File: config.mk
export PLATFORM = sky130hd
export DESIGN_NAME = seq_stepper
export DESIGN_NICKNAME = d
export VERILOG_FILES = /design/src/rtl/seq_stepper.sv
export SDC_FILE = /design/constraint.sdc
export NUM_CORES = 1
export LEC_CHECK = 0
export BUFFER_PORTS_ARGS = -buffer_cell sky130_fd_sc_hd__buf_4
export CAP_MARGIN = 20
export CORE_UTILIZATION = 33
export DETAILED_ROUTE_END_ITERATION = 16
export HOLD_SLACK_MARGIN = 0.15
export PLACE_DENSITY = 0.55
export SLEW_MARGIN = 25
export SYNTH_ARGS = -nofsm -noshare
export SYNTH_HDL_FRONTEND = slang
export SYNTH_SLANG_ARGS = --single-unit
File: constraint.sdc
create_clock -name clk -period 5.59 [get_ports clk]
set_clock_uncertainty 0.1 [all_clocks]
set_input_delay 0.2795 -clock clk [delete_from_list [all_inputs] [get_ports clk]]
set_output_delay 0.2795 -clock clk [all_outputs]
set_load 0.02 [all_outputs]
File: src/rtl/seq_stepper.sv
// Sequence stepper driving a multi-digit active-low 7-segment display with a Mealy preview.
// Define SEQ_STEPPER_DBG_EN to expose dbg_idx, dbg_blank and dbg_tick.
module seq_stepper #(
  parameter int LEN     = 9,
  parameter int DIGITS  = 1,
  parameter int DIV_MAX = 50000000,
  parameter logic [LEN*4-1:0] SEQ = {4'd2, 4'd8, 4'd3, 4'd4, 4'd5, 4'd4, 4'd1, 4'd0, 4'd7}
) (
  input  logic                clk,
  input  logic                rst,
  input  logic [1:0]          sel,
  input  logic                step_now,
  output logic [7*DIGITS-1:0] segs
`ifdef SEQ_STEPPER_DBG_EN
  ,
  output logic [3:0]          dbg_idx,
  output logic                dbg_blank,
  output logic                dbg_tick
`endif
);

  localparam int DW = (DIV_MAX > 1) ? $clog2(DIV_MAX) : 1;
  localparam logic [DW-1:0] CNT_LAST = DW'(DIV_MAX - 1);
  localparam logic [3:0]    IDX_LAST = 4'(LEN - 1);

  logic [DW-1:0]       cnt_r;
  logic [3:0]          idx_r;
  logic                blank_r;
  logic                tick_s;
  logic                step_s;
  logic [3:0]          nxt_idx_s;
  logic                nxt_blank_s;
  logic [7*DIGITS-1:0] segs_s;

  function automatic logic [6:0] seg7(input logic [3:0] code);
    logic [6:0] pat;
    case (code)
      4'd0:    pat = 7'b0000001;
      4'd1:    pat = 7'b1001111;
      4'd2:    pat = 7'b0010010;
      4'd3:    pat = 7'b0000110;
      4'd4:    pat = 7'b1001100;
      4'd5:    pat = 7'b0100100;
      4'd6:    pat = 7'b0100000;
      4'd7:    pat = 7'b0001111;
      4'd8:    pat = 7'b0000000;
      4'd9:    pat = 7'b0000100;
      default: pat = 7'b1111111;
    endcase
    return pat;
  endfunction

  // Element 0 sits in the most significant nibble; the offset wraps within LEN.
  function automatic logic [3:0] elem_code(input logic [3:0] base, input int k);
    int e;
    e = (int'(base) + k) % LEN;
    return SEQ[(LEN - 1 - e) * 4 +: 4];
  endfunction

  assign tick_s = (cnt_r == CNT_LAST);
  assign step_s = tick_s | step_now;

  // Step-tick divider, wrapping to zero on the tick cycle.
  always_ff @(posedge clk or negedge rst) begin
    if (!rst) begin
      cnt_r <= '0;
    end else if (tick_s) begin
      cnt_r <= '0;
    end else begin
      cnt_r <= cnt_r + DW'(1);
    end
  end

  // Next state as selected by sel; doubles as the display preview.
  always_comb begin
    nxt_idx_s   = idx_r;
    nxt_blank_s = blank_r;
    case (sel)
      2'b00: begin
        nxt_idx_s   = idx_r;
        nxt_blank_s = blank_r;
      end
      2'b01: begin
        if (blank_r) begin
          nxt_idx_s   = 4'd0;
          nxt_blank_s = 1'b0;
        end else if (idx_r == 4'd0) begin
          nxt_idx_s   = IDX_LAST;
          nxt_blank_s = 1'b0;
        end else begin
          nxt_idx_s   = idx_r - 4'd1;
          nxt_blank_s = 1'b0;
        end
      end
      2'b10: begin
        if (blank_r) begin
          nxt_idx_s   = 4'd0;
          nxt_blank_s = 1'b0;
        end else if (idx_r == IDX_LAST) begin
          nxt_idx_s   = 4'd0;
          nxt_blank_s = 1'b0;
        end else begin
          nxt_idx_s   = idx_r + 4'd1;
          nxt_blank_s = 1'b0;
        end
      end
      2'b11: begin
        nxt_idx_s   = idx_r;
        nxt_blank_s = 1'b1;
      end
      default: begin
        nxt_idx_s   = idx_r;
        nxt_blank_s = blank_r;
      end
    endcase
  end

  // Sequence state register, advanced only on a step.
  always_ff @(posedge clk or negedge rst) begin
    if (!rst) begin
      idx_r   <= 4'd0;
      blank_r <= 1'b0;
    end else if (step_s) begin
      idx_r   <= nxt_idx_s;
      blank_r <= nxt_blank_s;
    end else begin
      idx_r   <= idx_r;
      blank_r <= blank_r;
    end
  end

  // Segment patterns for every digit of the previewed state.
  always_comb begin
    segs_s = '1;
    for (int k = 0; k < DIGITS; k++) begin
      if (nxt_blank_s) begin
        segs_s[7*k +: 7] = 7'b1111111;
      end else begin
        segs_s[7*k +: 7] = seg7(elem_code(nxt_idx_s, k));
      end
    end
  end

  assign segs = segs_s;

`ifdef SEQ_STEPPER_DBG_EN
  assign dbg_idx   = idx_r;
  assign dbg_blank = blank_r;
  assign dbg_tick  = tick_s;
`endif

endmodule

Yosys cells after proc, flatten, opt, wreduce, memory -nomap -nowiden --
Memory sizes are Yosys's and may differ from the RTL's. Cells that the tools add are included.
Operators by class: eq/ne operators 5, bitwise logic cells 1, multiplexer cells 8, add/sub/neg operators 4, shifts and indexed selects 1, div/mod/pow operators 1, reduce and logical (&&, ||, !) cells 4
Operator list (number):
- $shiftx A36 B32 Y4 const A | 1
- $mod A5 B5 Y32 const B | 1
- $sub A5 B30 Y30 const A | 1
- $add A26 B1 Y26 const B | 1
- $eq A26 B26 Y1 const B | 1
- $mux W26 | 1
- $mux W4 | 4
- $pmux W4 S3 | 1
- $mux W7 | 1
- $add A4 B1 Y4 const B | 1
- $eq A2 B2 Y1 const B | 2
- $eq A4 B4 Y1 const B | 1
- $logic_not A4 Y1 | 1
- $reduce_or A2 Y1 | 2
- $sub A4 B1 Y4 const B | 1
- $pmux W1 S3 | 1
- $eq A2 B1 Y1 const B | 1
- $logic_not A2 Y1 | 1
- $or A1 B1 Y1 | 1
Storage, ports and cells: memory bits (read-only) 112, bits of input ports 5, logic and storage cells 28, memories 1, output and inout port bits 7, register bits 31
Memories:
- (name not given) | depth 16, width 7, read ports 1, clocked after Yosys merged registers in 0, write ports 0, line 37 | case (code)

Depth between registers and ports, before layout --
An unclocked memory read counts as a cell.
word-level depth 9, depth in mapped cells 24, gate-level depth less buffers 22

Least setup slack after synthesis --
Ideal clock, no wire load.
kind reg-to-output, from reg idx_r[0], to out segs[2], arrival time 4.779 ns, stages on the path, launching flop included 25, buffers on the path 2, setup slack 0.432 ns, path through dfrtp_1 inv_1 ha_1 buf_6 nor3b_1 a211o_1 o32ai_4 inv_1 ha_1 nand2b_1 o22ai_2 xnor2_2 inv_1 ha_1 buf_2 xor2_1 xnor2_1 nand2_1 a21oi_1 inv_1 ha_1 nand2_1 mux2_2 o21ai_0 o21ai_0
On the way: cells in the longest elaborated chain, start to end 9, elaborated cells on any way between the ends 14
Ends and longest elaborated chain:
- start: declaration | line 27 | logic [3:0] idx_r;
- start signal: assignment | line 124 | idx_r <= nxt_idx_s;
- start signal: assignment | line 127 | idx_r <= idx_r;
- $add A4 B1 Y4, or another cell as far along | line 103 | nxt_idx_s = idx_r + 4'd1;
- $mux W4 (on tied branches) | line 99, 87
- $mux W4 (on tied branches) | line 96, 84
- $pmux W4 S3 (*) | line 78 | case (sel)
- net nxt_idx_s[0] | line 31 | logic [3:0] nxt_idx_s;
- $mod A5 B5 Y32 (*) | line 56 | e = (int'(base) + k) % LEN;
- $sub A5 B30 Y30 (*) | line 57 | return SEQ[(LEN - 1 - e) * 4 +: 4];
- $shiftx A36 B32 Y4 (*) | line 57
- $mem_v2 Z16 W7 (*)
- $mux W7 (*) | line 136 | if (nxt_blank_s) begin
- end: declaration | line 13 | output logic [7*DIGITS-1:0] segs
Mark *: on every way through the listed nets, which the timed path passes. The rest lies on a longest branch.

Worst setup path in the final report --
from reg idx_r[1], to out segs[2]
On the way: cells in the longest elaborated chain, start to end 9, elaborated cells on any way between the ends 14
Ends and longest elaborated chain (line):
- $add A4 B1 Y4, or another cell as far along | 103
- $mux W4 (on tied branches) | 99, 87
- $mux W4 (on tied branches) | 96, 84
- $pmux W4 S3 (*) | 78
- $mod A5 B5 Y32 (*) | 56
- $sub A5 B30 Y30 (*) | 57
- $shiftx A36 B32 Y4 (*) | 57
- $mem_v2 Z16 W7 (*)
- $mux W7 (*) | 136
Every way passes the cells marked *; elsewhere a longest branch is shown, timed or not.

==> flow_metrics.env <==
export IMPL_grt_util_met2=0.209
export IMPL_multiInputGateArea_sq_um=1550
export IMPL_syn_to_final_growth_pct=13.7
export IMPL_gr_usage_all_layers=0.130
export IMPL_rrSetupSlack_ns=3.20
export IMPL_cp_depth=21
export IMPL_r2r_end="idx_r[3]$_DFFE_PN0P_"
export IMPL_cp_start_kind="register"
export IMPL_crit_slowest_cell="dfrtp_1"
export IMPL_ios=12
export IMPL_p_leak_nw=1.24
export IMPL_yosysSeqAreaShare=0.319
export IMPL_antenna_found_initial=0
export IMPL_async_reset_ff_frac=1.00
export IMPL_drive_above_1_share=0.175
export IMPL_yosys_warnings=0
export IMPL_drv_cap=0
export IMPL_power_density_nw_per_um2=319
export IMPL_grt_pass1_vias=1761
export IMPL_critPathMaxStageDelay_ns=0.43
export IMPL_synth_cell_types=64
export IMPL_final_common_cell="dfrtp_1"
export IMPL_ctsRootBufferMaster="clkbuf_8"
export IMPL_final_cells=382
export IMPL_clock_sinks=31
export IMPL_cts_buffers=5
export IMPL_synth_edf_count=0
export IMPL_final_cell_mix="30 x dfrtp_1, 29 x nor2_1, 18 x inv_1, 18 x nand3_1, 18 x buf_4"
export IMPL_num_fill_cells=702
export IMPL_hpwl_um=3330
export IMPL_antennaDiodeCount=0
export IMPL_fp_dieH_um=87.8
export IMPL_drc=0
export IMPL_grtUsageMet3=0.0283
export IMPL_clkPwrFrac=0.211
export IMPL_critical_path_top_delay_family="multiplexers"
export IMPL_ir_worst_vdd_mv=0.177
export IMPL_clock_latency_ns=0.27
export IMPL_io_buffers=11
export IMPL_fp_coreArea_sq_um=6940
export IMPL_cts_tree="done"
export IMPL_grt_max_degree=32
export IMPL_start_util=0.350
export IMPL_use_met1=0.181
export IMPL_drt_first_pass_iters=4
export IMPL_place_congestion=0.811
export IMPL_synth_flop_cell="dfrtp_1"
export IMPL_r2r_start="cnt_r[16]$_DFF_PN0_"
export IMPL_totalWireLength_um=4530
export IMPL_p_switching_uw=338
export IMPL_final_antenna_net_count=0
export IMPL_placed_cells_incl_taps=369
export IMPL_setup_worst_path_start="idx_r[1]$_DFFE_PN0P_"
export IMPL_synthCells=270
export IMPL_cellInternalPower_uw=543
export IMPL_rsz0062_at_grt="false"
export IMPL_avgRoutedWirePerCell_um=11.9
export IMPL_crit_arrival_ns=4.78
export IMPL_crit_path_end_kind="output port"
export IMPL_clkTransAtPathRegs_ns=0.06
export IMPL_pwr_share_seq=0.274
export IMPL_dieArea_sq_um=7710
export IMPL_max_freq_mhz=194
export IMPL_drt_first_iter_violations=49
export IMPL_slew_limit_headroom=0.390
export IMPL_worstHoldStart="step_now"
export IMPL_power_share_combinational=0.515
export IMPL_syn_nets=291
export IMPL_seq_area_sq_um=777
export IMPL_worstSetupEndpoint="segs[2]"
export IMPL_grt_overflow=0
export IMPL_clk_path_buf_depth=2
export IMPL_setup_tns_ns=0
export IMPL_grt_busiest_layer="met2"
export IMPL_grt_pass1_wl_um=7990
export IMPL_cp_required_ns=5.21
export IMPL_row_count=30
export IMPL_swShare=0.383
export IMPL_worst_hold_path_num_cells=3
export IMPL_setup_viol_count_final=0
export IMPL_status="completed"
export IMPL_path_max_fanout=10
export IMPL_worstMarginPinSlew_ns=0.890
export IMPL_synth_seq_cells=31
export IMPL_finalHoldViolCount=0
export IMPL_finalCriticalPeriod_ns=5.16
export IMPL_period_share=0.923
export IMPL_syn_cell_area_sq_um=2430
export IMPL_hold_path_class="primary input to register"
export IMPL_die_x_um=87.8
export IMPL_crit_chain="inv_1, ha_4, nor3b_2, o31ai_2, o21a_2, inv_1, ha_1, nand2b_1, o22ai_2, mux2_2, ha_1, mux2_2, a32o_1, mux2_4, nand2_2, ha_1, nand2_1, mux2_2, o21ai_0, o21ai_0, buf_4"
export IMPL_worstSetupPathType="register to output port"
export IMPL_vias_per_cell=4.98
export IMPL_h_tree_depth=2
export IMPL_final_nets=306
export IMPL_slew_viol_final=0
export IMPL_synth_area_per_cell_sq_um=9.00
export IMPL_rr_worst_depth=6
export IMPL_via_count=1901
export IMPL_critical_path_buf_inv_count=3
metrics by stage:
stage	setup WS (ns)	area, sq um	utilization	total power, mW	hold slack (ns)
detailed placement	0.321	2600	0.374	0.679	0.137
CTS	0.00443	2710	0.390	0.869	0.291
finish	0.429	2760	0.398	0.881	0.279
global placement	0.408	2600	0.374	0.682	0.136
floorplan	0.432	2430	-	0.562	-0.116
global route	0.0746	2760	0.398	0.944	0.302
worst min-delay path: stages:
cell,delay [ns]
buf_4,0.08
or2_2,0.17
a21oi_1,0.08
per-layer routing:
metal,vias to the layer above,wire [um],share of wire
met4,0,31,0.0068
met2,25,2050,0.45
met3,5,113,0.025
met1,896,2340,0.52
met5,-,0,0
li1,975,-,-
cell type report:
cell class | count | share of cell area
Inverter | 18 | 0.0244
Tap cell | 96 | 0.0435
Clock buffer | 8 | 0.0362
Timing Repair Buffer | 19 | 0.0525
Sequential cell | 31 | 0.281
Multi-Input combinational cell | 210 | 0.562
worst min path at each step:
stage / endpoint / slack [ns]
after CTS: blank_r$_DFFE_PN0P_ / 0.29
after detailed placement: cnt_r[1]$_DFF_PN0_ / 0.14
after global routing: idx_r[1]$_DFFE_PN0P_ / 0.30
final: blank_r$_DFFE_PN0P_ / 0.28
after global placement: cnt_r[1]$_DFF_PN0_ / 0.14
after floorplan: blank_r$_DFFE_PN0P_ / -0.12
registers in the layout, indices dropped and copies added (netlist names):
register / flops
blank_r: 1
cnt_r: 26
idx_r: 4
cell usage after synthesis (5+ instances only):
| library cell | number | area [sq um] |
|---|---|---|
| nand3_1 | 18 | 90.1 |
| nor2_1 | 29 | 109 |
| a21oi_1 | 11 | 55.1 |
| dfrtp_1 | 31 | 776 |
| nand2b_1 | 5 | 31.3 |
| inv_1 | 18 | 67.6 |
| and3_1 | 6 | 37.5 |
| nand2_1 | 18 | 67.6 |
| o21ai_0 | 7 | 35.0 |
| mux2_2 | 5 | 56.3 |
| xor2_1 | 11 | 96.3 |
| xnor2_1 | 13 | 114 |
| ha_1 | 16 | 200 |
cell families (layout without fill, tap and decap cells):
group,after synthesis,after routing,synth area share
simple gates,109,109,0.234
compound gates,52,52,0.179
flops,31,31,0.319
buf+inv,29,45,0.0525
xor+xnor,26,26,0.0998
fa+ha+maj,16,16,0.0823
mux,7,7,0.0335
timing repair:
| item | CTS | global route |
|---|---|---|
| gates resized for setup | 0 | 7 |
| hold endpoints to repair | 31 | 0 |
| setup buffers | 0 | 4 |
| endpoints found under the setup margin | 0 | 7 |
| hold buffers | 1 | 0 |
power by group through the flow:
stage | clock network [mW] | logic (mW) | registers, mW
finish | 0.186 | 0.453 | 0.241
detailed placement | 0 | 0.434 | 0.245
global placement | 0 | 0.438 | 0.244
floorplan | 0 | 0.325 | 0.237
global route | 0.201 | 0.500 | 0.243
CTS | 0.192 | 0.438 | 0.240
(Power assumes the default switching activity.)
